$ cat config.mk
export PLATFORM = sky130hd
export DESIGN_NAME = fsk_byte_receiver
export DESIGN_NICKNAME = d
export VERILOG_FILES = /design/src/rtl/fsk_byte_receiver.sv
export SDC_FILE = /design/constraint.sdc
export NUM_CORES = 1
export LEC_CHECK = 0
export CORE_MARGIN = 2
export CORE_UTILIZATION = 45
export DETAILED_ROUTE_END_ITERATION = 8
export MAX_ROUTING_LAYER = met4
export PLACE_DENSITY = 0.66
export SLEW_MARGIN = 15
export SYNTH_ARGS = -nofsm -noshare
export SYNTH_HDL_FRONTEND = slang
export SYNTH_SLANG_ARGS = --single-unit
$ cat constraint.sdc
create_clock -name clk_200M -period 2.4 [get_ports clk_200M]
set_input_delay 0.72 -clock clk_200M [delete_from_list [all_inputs] [get_ports clk_200M]]
set_output_delay 0.72 -clock clk_200M [all_outputs]
set_load 0.1 [all_outputs]
$ cat src/rtl/fsk_byte_receiver.sv
// FSK byte receiver: boxcar-averages period samples, slices them against a
// compare point and recovers UART-style frames into a one-entry output holding register.
module fsk_byte_receiver #(
  parameter int AVG_LOG2        = 2,
  parameter int SAMPLES_PER_BIT = 16
) (
  input  logic        clk_200M,
  input  logic        reset_n_200M,
  input  logic [15:0] sample_i,
  input  logic        sample_valid_i,
  input  logic [15:0] compare_point_i,
  output logic [7:0]  byte_o,
  output logic        byte_valid_o,
  input  logic        byte_ready_i,
  output logic        level_o,
  output logic        framing_error_o,
  output logic        overrun_o
);

  localparam int            N_TAPS   = 1 << AVG_LOG2;
  localparam int            SUM_W    = 16 + AVG_LOG2;
  localparam logic [7:0]    CNT_HALF = 8'(SAMPLES_PER_BIT / 2 - 1);
  localparam logic [7:0]    CNT_BIT  = 8'(SAMPLES_PER_BIT - 1);

  typedef enum logic [1:0] {
    S_IDLE,
    S_START,
    S_DATA,
    S_STOP
  } state_t;

  // Boxcar filter
  logic [15:0]      r_hist [N_TAPS];
  logic [SUM_W-1:0] r_sum;
  logic             r_sum_stb;
  logic [SUM_W-1:0] w_sum_next;
  logic [15:0]      w_avg;

  assign w_sum_next = r_sum + SUM_W'(sample_i) - SUM_W'(r_hist[N_TAPS-1]);
  assign w_avg      = 16'(r_sum >> AVG_LOG2);

  // NOTE: the history is reset because the running sum assumes it starts at zero;
  // an unreset history would leave the sum permanently offset.
  always_ff @(posedge clk_200M or negedge reset_n_200M) begin
    if (!reset_n_200M) begin
      for (int i = 0; i < N_TAPS; i++) r_hist[i] <= '0;
      r_sum     <= '0;
      r_sum_stb <= 1'b0;
    end else begin
      r_sum_stb <= sample_valid_i;
      if (sample_valid_i) begin
        r_sum     <= w_sum_next;
        r_hist[0] <= sample_i;
        for (int i = 1; i < N_TAPS; i++) r_hist[i] <= r_hist[i-1];
      end
    end
  end

  // Slicer: shorter period means higher frequency, which is mark
  logic r_level;
  logic r_lvl_stb;

  always_ff @(posedge clk_200M or negedge reset_n_200M) begin
    if (!reset_n_200M) begin
      r_level   <= 1'b1;
      r_lvl_stb <= 1'b0;
    end else begin
      r_lvl_stb <= r_sum_stb;
      if (r_sum_stb) r_level <= (w_avg < compare_point_i);
    end
  end

  assign level_o = r_level;

  // Frame recovery and output holding register
  state_t     r_state;
  logic [7:0] r_cnt;
  logic [2:0] r_idx;
  logic [7:0] r_shift;
  logic [7:0] r_byte;
  logic       r_byte_valid;
  logic       r_framing_error;
  logic       r_overrun;

  logic w_stop_sample;
  logic w_byte_done;
  logic w_frame_bad;
  logic w_handshake;

  assign w_stop_sample = r_lvl_stb && (r_state == S_STOP) && (r_cnt == CNT_BIT);
  assign w_byte_done   = w_stop_sample && r_level;
  assign w_frame_bad   = w_stop_sample && !r_level;
  assign w_handshake   = r_byte_valid && byte_ready_i;

  // NOTE: every register here is updated with <= so all branches see the
  // pre-edge values of r_state/r_cnt, exactly as the combinational decodes above do.
  always_ff @(posedge clk_200M or negedge reset_n_200M) begin
    if (!reset_n_200M) begin
      r_state         <= S_IDLE;
      r_cnt           <= '0;
      r_idx           <= '0;
      r_shift         <= '0;
      r_byte          <= '0;
      r_byte_valid    <= 1'b0;
      r_framing_error <= 1'b0;
      r_overrun       <= 1'b0;
    end else begin
      r_framing_error <= w_frame_bad;
      r_overrun       <= w_byte_done && r_byte_valid && !byte_ready_i;

      if (w_byte_done && (!r_byte_valid || byte_ready_i)) begin
        r_byte       <= r_shift;
        r_byte_valid <= 1'b1;
      end else if (w_handshake) begin
        r_byte_valid <= 1'b0;
      end

      if (r_lvl_stb) begin
        unique case (r_state)
          S_IDLE: begin
            if (!r_level) begin
              r_state <= S_START;
              r_cnt   <= '0;
            end
          end
          S_START: begin
            if (r_cnt == CNT_HALF) begin
              r_cnt <= '0;
              r_idx <= '0;
              r_state <= r_level ? S_IDLE : S_DATA;
            end else begin
              r_cnt <= r_cnt + 8'd1;
            end
          end
          S_DATA: begin
            if (r_cnt == CNT_BIT) begin
              r_cnt          <= '0;
              r_shift[r_idx] <= r_level;
              r_idx          <= r_idx + 3'd1;
              if (r_idx == 3'd7) r_state <= S_STOP;
            end else begin
              r_cnt <= r_cnt + 8'd1;
            end
          end
          S_STOP: begin
            if (r_cnt == CNT_BIT) begin
              r_cnt   <= '0;
              r_state <= S_IDLE;
            end else begin
              r_cnt <= r_cnt + 8'd1;
            end
          end
          default: r_state <= S_IDLE;
        endcase
      end
    end
  end

  assign byte_o          = r_byte;
  assign byte_valid_o    = r_byte_valid;
  assign framing_error_o = r_framing_error;
  assign overrun_o       = r_overrun;

endmodule

; Yosys cells after proc, flatten, opt, wreduce, memory -nomap -nowiden
; Cells that the tools add are included.
[classes]
n_addsub = 4
n_mul = 0
div = 0
magnitude_cmp = 3
eq_ne = 11
n_shift = 0
muxes = 19
bitwise = 0
n_reduce_logical = 21
[ops]
columns = cell, count
row1 = 8-bit 2-to-1 mux, 3
row2 = 8-bit case mux with 3 select lines, 1
row3 = 18-bit by 16-bit adder with 18-bit output, 1
row4 = 18-bit by 16-bit subtractor with 18-bit output, 1
row5 = 16-bit < comparator, 1
row6 = 2-bit 2-to-1 mux, 6
row7 = 1-bit logical AND, 9
row8 = 8-bit by 1-bit adder with 8-bit output (second input constant), 1
row9 = 8-bit bitwise mux, 1
row10 = 8-bit by 3-bit == test with 1-bit output (second input constant), 1
row11 = 8-bit by 4-bit == test with 1-bit output (second input constant), 1
row12 = 2-bit != test (second input constant), 4
row13 = 2-bit case mux with 4 select lines, 1
row14 = 3-bit 2-to-1 mux, 2
row15 = 3-bit case mux with 2 select lines, 1
row16 = 6-bit AND reduction, 1
row17 = 2-bit == test (second input constant), 2
row18 = 3-bit by 4-bit < comparator with 1-bit output (second input constant), 1
row19 = 4-bit AND reduction, 1
row20 = 2-bit nonzero test, 2
row21 = 3-bit by 1-bit adder with 3-bit output (second input constant), 1
row22 = 1-bit demux with 3-bit select, 1
row23 = 3-bit == test (second input constant), 1
row24 = 3-bit by 1-bit greater-or-equal comparator with 1-bit output (second input constant), 1
row25 = other kinds (9), 13
[word_totals]
ff_bits = 117
latchBits = 0
ramBits = 0
romBits = 0
inputBits = 36
output_inout_bits = 12
elab_cells = 74
memories = 0

; Longest topological paths before layout
; Gate-level depths: netlist of the first run.
[depth]
ltp_word = 6
mapped_depth = 12
mapped_depth_nobuf = 12

; Worst setup path after synthesis of the first run
; No wires, ideal clock.
[synth_timing]
path_type = input to register
start = input sample_i[1]
end = register r_sum[14]
setup_time_ns = 0.122
t_arrival_ns = 2.992
required_ns = 2.278
setup_slack_ns = -0.714
path_stages = 9
path_buffers = 0
cell_sequence = inv_1 fa_1 fa_1 nand2b_1 a21oi_1 o21ai_0 a2111oi_0 mux2i_1 nand2_1
[synth_between]
elab_chain_cells = 2
[synth_lines]
columns = element, line
row1 = start: declaration, 9  ; input logic [15:0] sample_i,
row2 = 18-bit by 16-bit adder with 18-bit output, 39  ; assign w_sum_next = r_sum + SUM_W'(sample_i) - SUM_W'(r_hist[N_TAPS-1]);
row3 = 18-bit by 16-bit subtractor with 18-bit output, 39
row4 = end signal: assignment, 52  ; r_sum <= w_sum_next;
row5 = end: declaration, 34  ; logic [SUM_W-1:0] r_sum;
; Every way passes these cells.
; A chain may end at the register's enable or synchronous reset.

; Worst setup path after layout of the first run
[layout_timing]
start = input sample_i[1]
end = register r_sum[17]
; Same word-level chain as after synthesis.

==> flow_results.org, run 1 <==
** Run status
- The run finished, with violations left.
- The final reports fail on setup timing.

** CTS
- For the worst-skew pair, the clock arrives at the later sink with an insertion delay of 0.42 ns.
- In this run the clock root is driven by a clkbuf_16.
- CTS buffer count :: 17
- Depth of the CTS H-tree :: 4
- Max Buffers Root-to-Sink :: 2
- CTS clock-pin slew for the worst setup and hold paths :: 0.05 ns
- Counting every sink on the clock net gives 117.
- TritonCTS built the clock tree.

** Floorplanning
- Height of the chip :: 124 um
- 48 I/O pins were placed.
- The die covers 0.0153 mm2.
- For this configuration, the core starts out at a cell density of 46.2%.
- Placement row count :: 43
- The floorplan step defined a core boundary enclosing 0.0139 mm2.
- The die is 124 um wide.

** Timing
- The worst path uses 114% of the clock period.
- At the pin with the least slew margin, the transition time is 0.515 ns.
- Derived from the worst setup path, the maximum achievable clock frequency is 0.366 GHz.
- Between clock sinks in the finished design, the worst skew comes to 0.00804 ns.
- For the finished layout, the period the worst path requires is 2.73 ns.
- The number of hold-slack violations in the final timing report is 0.
- Max Transition Viols Final :: 0
- Setup repair after global routing could not meet its margin everywhere.
- Finish-stage setup viols :: 10
- Remaining max-slew budget at the tightest pin :: 65.7%
- Final worst setup slack :: -0.330 ns

** Synthesis
- In the synthesized netlist the async set-or-reset flop fraction comes to 100%.
- The netlist uses 50 different library cells.
- The most common cell in the synthesized netlist is dfrtp_1.
- Each instance of the synthesized netlist takes up on average 10.7 um2.
- Number of flops mapped to enable cells by yosys :: 0
- After synthesis the netlist holds a flip-flop and latch count of 117.
- Synthesis produced a netlist whose cell count is 600.
- Mapped Area :: 0.00643 mm2
- The Yosys step of the flow raised 0 warnings.
- In this run the biggest area consumer among cell types represents 45.1% of the synthesized area.
- For this run, the register share of the synthesized area comes to 45.5%.
- Summed over all instances, the cell type with the most area after synthesis is dfrtp_1.
- Largest cells by area after synthesis :: dfrtp_1 45%, mux2_2 12%, ha_1 7.0%
- Most frequent cells after synthesis :: 116 x dfrtp_1, 90 x inv_1, 70 x mux2_2, 44 x nand2_1, 40 x o21ai_0
- In the synthesized netlist the dominant register cell turns out to be dfrtp_1.
- The number of nets handed over by synthesis was 688.

** Setup path
- Startpoint of the worst-slack reg-to-reg timing path :: r_sum[14]
- Launching element of the worst setup path :: sample_i[1]
- Startpoint type of the worst setup path :: input pin
- Critical Path Sink Type :: register
- Arr. time, crit path :: 3.07 ns
- At the worst endpoint, the required time is 2.75 ns.
- Worst-path maximum fanout :: 2
- Crit path kind :: input pin to register

** Power
- Net Switching :: 5.20 mW
- Of the total power, the clock network draws 18.7%.
- For this design the static power due to leakage is 4.16 nW.
- Internal Pwr Total :: 8.34 mW
- IR analysis of the VDD net gives a maximum drop of 751 uV.
- Switching share of power :: 38.4%
- Total power for the finished layout comes to 13.5 mW.
- For this design the ratio of total power to cell area is 1530 mW/mm2.
- In this run, flip-flops and latches consume 20.0% of the power.
- Logic gate share of total power :: 61.3%

** Global routing
- The number of antenna violations at the first check in global routing was 0.
- Largest net degree at the start of global routing :: 52
- Wire length of the first global-routing pass :: 23.4 mm
- Vias in the first global route :: 4953
- Total congestion overflow after global routing :: 0
- Total global routing track utilization :: 20.7%

** Placed design
- The congestion estimate from routability-driven global placement came to 0.941.
- Summed over all nets, the half-perimeter wirelength after detailed placement is 10.0 mm.
- Dpl cell area :: 0.00784 mm2
- Buffers on Ports :: 47
- Counting tap cells, the placed design contains a total of 881 instances.

** Finish
- Cell Count, Final, Fillers Out :: 931
- In the final layout, flip-flops and latches occupy 0.00293 mm2.
- The final layout contains 826 nets.
- Cells with a size suffix above 1 make up 42.3% of the layout.
- The finished cells cover 0.00884 mm2.
- Compared with the post-synthesis result, the final layout area differs by 37.4%.
- Number of antenna diodes :: 0
- Area taken by multi-input logic gates :: 0.00356 mm2
- Count of fill cells added during filler insertion :: 1075

** Route
- The routed design has 14.1 mm of wire.
- Number of routed nets with antenna violations :: 0
- Vias per Instance :: 5.13
- Average detailed-routed wire length per instance :: 15.2 um
- DR vias :: 4775
- Remaining routing DRC violations :: 0
- For this run, the detailed router's first-pass iteration total came to 4.
- 1st-iter DRT viols :: 239

** Job
- The tool flagged a number of max-cap violations equal to 0.

** Worst hold path
- Path category of the worst min-delay check :: input pin to async pin
==> area by class of cell <==
class                   count  area share (%)
flip-flops and latches    117            33.1
clock buffers              22            5.14
repair buffers            134            13.4
multi-input cells         378            40.3
clock inverters            10            1.47
inverters                  90            3.99
well taps                 180            2.55
==> worst max-delay path: stages <==
cell      delay [ns]
buf_8           0.09
inv_8           0.03
fa_1            0.56
inv_1           0.05
ha_1            0.28
a21o_1          0.14
and4_4          0.23
and4bb_2        0.26
or4b_1          0.50
nand4_1         0.10
xor2_1          0.14
==> worst paths after layout <==
kind	end	slack, ns	depth (start not counted)
max	r_sum[17]	-0.33	11
min	r_cnt[5]	0.23	1
max reg2reg	r_sum[17]	-0.31	9
min reg2reg	r_lvl_stb	0.40	0
max in group asynchronous	r_hist[59]	1.56	2
min in group clk_200M	r_lvl_stb	0.40	0
==> repair_timing <==
item | in CTS | in global routing
hold buffers | 0 | 0
cloned | 0 | 0
endpoints found under the setup margin | 16 | 14
pin swaps | 49 | 26
resized for setup | 122 | 35
buffers inserted | 13 | 9
==> state kept, by name (all words and copies together) (netlist names), named ones only <==
signal and cells:
byte_o 8, byte_valid_o 1, framing_error_o 1, level_o 1, overrun_o 1, r_cnt 8, r_hist 64, r_idx 3
r_lvl_stb 1, r_shift 8, r_state 1, r_sum 18, r_sum_stb 1
==> power by group through the flow <==
| stage | Sequential (mW) | Clock (mW) | Combinational (mW) |
|---|---|---|---|
| after floorplan | 2.67 | 0 | 4.14 |
| after global placement | 2.71 | 0 | 6.22 |
| after detailed placement | 2.73 | 0 | 6.38 |
| after CTS | 2.71 | 2.58 | 7.60 |
| after global routing | 2.77 | 2.67 | 9.07 |
| final | 2.71 | 2.53 | 8.30 |
==> routing by layer <==
| layer | vias to the layer above | GRT usage [%] | part of all wire (%) |
|---|---|---|---|
| li1 | 2313 | - | - |
| met4 | 0 | 6.89 | 1.5 |
| met3 | 17 | 5.08 | 4.0 |
| met2 | 90 | 33.9 | 50 |
| met1 | 2355 | 25.2 | 45 |
| met5 | - | - | 0 |
==> cells in the final DEF (no fill, tap or decap), types with 5 or more instances in the layout <==
cell,n
nor2b_1,5
a21o_1,11
mux2_4,9
nand3_1,15
inv_1,56
nand2b_1,9
ha_1,21
o21ai_0,27
mux2i_1,5
inv_2,32
nand2_1,39
o31ai_1,5
dfrtp_1,116
mux2_2,69
ha_4,14
buf_12,5
clkinv_2,5
clkbuf_16,17
fa_1,13
nand4_1,8
buf_4,83
nor2_1,22
clkdlybuf4s50_1,17
buf_6,17
a21oi_1,19
o21ai_1,5
==> stage by stage <==
stage	utilization (%)	setup TNS (ns)	setup slack, ns	hold slack (ns)
after floorplan	-	-1.89	-0.560	0.375
after global placement	56.2	-14.14	-1.16	0.392
after detailed placement	56.2	-14.63	-1.21	0.395
after CTS	62.5	-1.73	-0.315	0.232
after global routing	63.5	-2.50	-0.386	0.260
final	63.5	-1.89	-0.330	0.234
==> logic make-up (layout without fill, tap and decap cells) <==
kind of cell / count (synthesis) / after routing / synth area share [%]
simple gates: 130 / 130 / 10.2
flops: 117 / 117 / 45.5
compound gates: 104 / 104 / 9.82
fa+ha+maj: 52 / 52 / 12.0
buf+inv: 105 / 256 / 6.40
mux: 83 / 83 / 14.9
xor+xnor: 9 / 9 / 1.23
(Power assumes the default switching activity.)
==> run 2: changes to the inputs <==
Settings changed: GPL_ROUTABILITY_DRIVEN set to 0.
==> flow_results.org, run 2 (synthesis gave the netlist of run 1 again) <==
** Floorplanning
- The total I/O pin count is 48 (unchanged).
- The initial core utilization is 46.2% (unchanged).
- Placement row count :: 43 (unchanged)
- The area of the die came to 0.0153 mm2 (unchanged).
- The vertical extent of the die was 124 um (unchanged).
- The horizontal die dimension was 124 um (unchanged).
- The area of the core came to 0.0139 mm2 (unchanged).

** Timing
- Setup repair after global routing could not meet its margin everywhere.
- The sum of negative setup slack came to -1.97 ns (-0.0789 ns).
- The final count of negative-setup-slack endpoints was 13 (+3).
- Endpoints failing hold :: 0 (unchanged)
- Post-route fraction of the period consumed by the critical path :: 116% (+1.8 points)
- The final critical-path setup slack is -0.373 ns (-0.0438 ns).
- The setup clock skew after layout came to 0.0125 ns (+0.00445 ns).
- The transition at the pin with the smallest max-transition slack is 0.542 ns (+0.0267 ns).
- Final critical path time including I/O delays and setup :: 2.77 ns (+0.0438 ns)
- The fmax was 0.361 GHz (-1.6%).
- The final number of max-transition violations was 0 (unchanged).
- Remaining max-slew budget at the tightest pin :: 63.9% (-1.8 points)

** Setup path
- Max incr delay on CP :: 0.55 ns (about the same)
- The data arrival time at the worst-slack endpoint was 3.13 ns (+0.06 ns).
- For this design, the slowest cell found on the critical path is fa_1.
- Worst-path maximum fanout :: 2 (unchanged)
- CP Cell Sequence :: buf_8 -> inv_8 -> fa_1 -> inv_1 -> ha_1 -> a21o_1 -> and4_4 -> and4bb_2 -> or4b_1 -> nand4_1 -> xor2_1
- Critical Path Sink Type :: register
- Crit path required time :: 2.75 ns (about the same)
- Startpoint type of the worst setup path :: input pin
- Crit path kind :: input pin to register
- Launching element of the worst setup path :: sample_i[1]
- Startpoint of the worst-slack reg-to-reg timing path :: r_hist[1]

** CTS
- Skew-Pair Late Insertion Delay :: 0.42 ns (about the same)
- TritonCTS built the clock tree.
- Number of hold buffers added after cts :: 0 (unchanged)
- Depth of the CTS H-tree :: 4 (unchanged)
- The TritonCTS sink count was 117 (unchanged).
- The maximum number of buffers from clock root to sink was 2 (unchanged).
- CTS root buf :: clkbuf_16
- CTS clock-pin slew for the worst setup and hold paths :: 0.06 ns (about the same)
- The number of buffers inserted during clock tree synthesis is 17 (unchanged).

** Global routing
- The first-pass GRT wire length came to 24.1 mm (+2.7%).
- The overall track demand over capacity in global routing was 21.1% (+0.41 points).
- Largest net degree at the start of global routing :: 54 (+3.8%)
- The leftover overflow at the end of global routing was 0 (unchanged).
- Initial antenna violation count :: 0 (unchanged)
- The number of global-route vias before repair is 5058 (+2.1%).

** Route
- The detailed-route vias per instance is 5.16 (+0.64%).
- The number of search-and-repair iterations in the first detailed-routing pass is 7 (+3).
- Number of routed nets with antenna violations :: 0 (unchanged)
- Post-detailed-routing wire length :: 14.5 mm (+2.8%)
- The DRC violations left was 0 (unchanged).
- Average detailed-routed wire length per instance :: 15.5 um (+2.4%)
- 1st-iter DRT viols :: 342 (+43%)
- DR vias :: 4826 (+1.1%)

** Finish
- Area growth, synth to finish :: 37.2%
- Highest-count cells in the layout ignoring fill and taps :: 116 x dfrtp_1, 91 x buf_4, 69 x mux2_2
- r_hist holds more flip-flops than any other register.
- Fin nets :: 830 (+0.48%)
- Count of fill cells added during filler insertion :: 1070 (-0.47%)
- Leaving out fill and tap cells, the most frequent cell in the layout is dfrtp_1.
- The number of flip-flops in the largest register is 64 (unchanged).
- The post-route cell area came to 0.00883 mm2 (-0.18%).
- The number of inserted diodes is 0 (unchanged).
- Biggest registers after layout :: r_hist x64, r_sum x18
- The fraction of final layout cells with drive strength greater than 1 is 42.4% (about the same).

** Placed design
- The count of input and output buffers was 47 (unchanged).
- The placed wire-length estimate after detailed placement came to 10.4 mm (+3.1%).
- Dpl cell area :: 0.00788 mm2 (+0.51%)
- The worst setup slack after placement came to -1.21 ns (-0.00540 ns).

** Power
- The reported leakage power was 4.18 nW (+0.32%).
- Power density of the placed cells :: 1510 mW/mm2 (-1.5%)
- The maximum vdd ir drop is 729 uV (-2.9%).

** Run status
- Violations in the final reports :: setup timing
- The flow ran to the end, but the final reports show violations.

** Worst hold path
- The worst hold path belongs to the class input pin to async pin.

** Job
- Max-cap viol count :: 0 (unchanged)
[run 2: cell count changes in the layout (fill, tap and decap cells not counted), sizes merged]
| cell | before | now |
|---|---|---|
| clkinv | 5 | 6 |
| clkinvlp | 2 | 1 |
| clkdlybuf4s15 | 4 | 2 |
| buf | 109 | 116 |
| dlygate4sd2 | 2 | 1 |
[run 2: repair_timing]
| action | 4_1_cts | 5_1_grt |
|---|---|---|
| hold endpoints to repair | 0 | 0 |
| gates resized for setup | 115 | 33 |
| pin swaps | 40 | 34 |
| buffers inserted | 9 | 14 |
| endpoints found under the setup margin | 16 | 14 |
[run 2: final cells by class]
type	count	area, um2	share of cell area [%]
clock buffer	22	474	5.37
clock inverter	10	128	1.45
inverter	90	353	4.00
multi-input combinational	378	3520	39.9
sequential	117	2930	33.2
tap	180	225	2.55
timing repair buffer	138	1200	13.6
[run 2: per-layer routing]
metal | global-route usage (%) | routed length [um] | part of all wire, % | vias to the layer above
met4 | 9.52 | 270 | 1.9 | 0
met1 | 25.5 | 6310 | 43 | 2339
met3 | 4.72 | 634 | 4.4 | 25
met5 | - | 0 | 0 | -
met2 | 33.9 | 7300 | 50 | 130
li1 | - | - | - | 2332
[run 2: power breakdown]
part / switching [mW] / total, mW / internal, mW
clock network: 0.872 / 2.57 / 1.70
logic: 3.86 / 8.02 / 4.16
registers: 0.323 / 2.72 / 2.40
total: 5.05 / 13.3 / 8.26
[run 2: path summary, 6_finish.rpt]
path,end,slack [ns],cells after the start
worst min-delay path,r_sum[17],0.22,1
max in group asynchronous,r_hist[11],1.56,2
worst max register to register,r_sum[17],-0.34,9
min in group clk_200M,r_lvl_stb,0.42,0
worst max-delay path,r_sum[17],-0.37,11
worst min register to register,r_lvl_stb,0.42,0
[run 2: through the flow]
step	power, mW	hold slack, ns	cells	utilization [%]
after floorplan	6.82	0.375	600	-
after global placement	9.02	0.395	883	56.5
after detailed placement	9.25	0.390	883	56.5
after CTS	12.7	0.221	924	62.2
after global routing	14.2	0.234	935	63.3
final	13.3	0.222	935	63.3
[run 2: worst max-delay path, delay by kind of cell]
family                     cells  cell delay, ns
adders and majority gates      2            0.83
buffers and inverters          3            0.17
xor gates and xnor gates       1            0.14
AOI/OAI and AO/OA              1            0.14
and+or+nand+nor                4            1.13
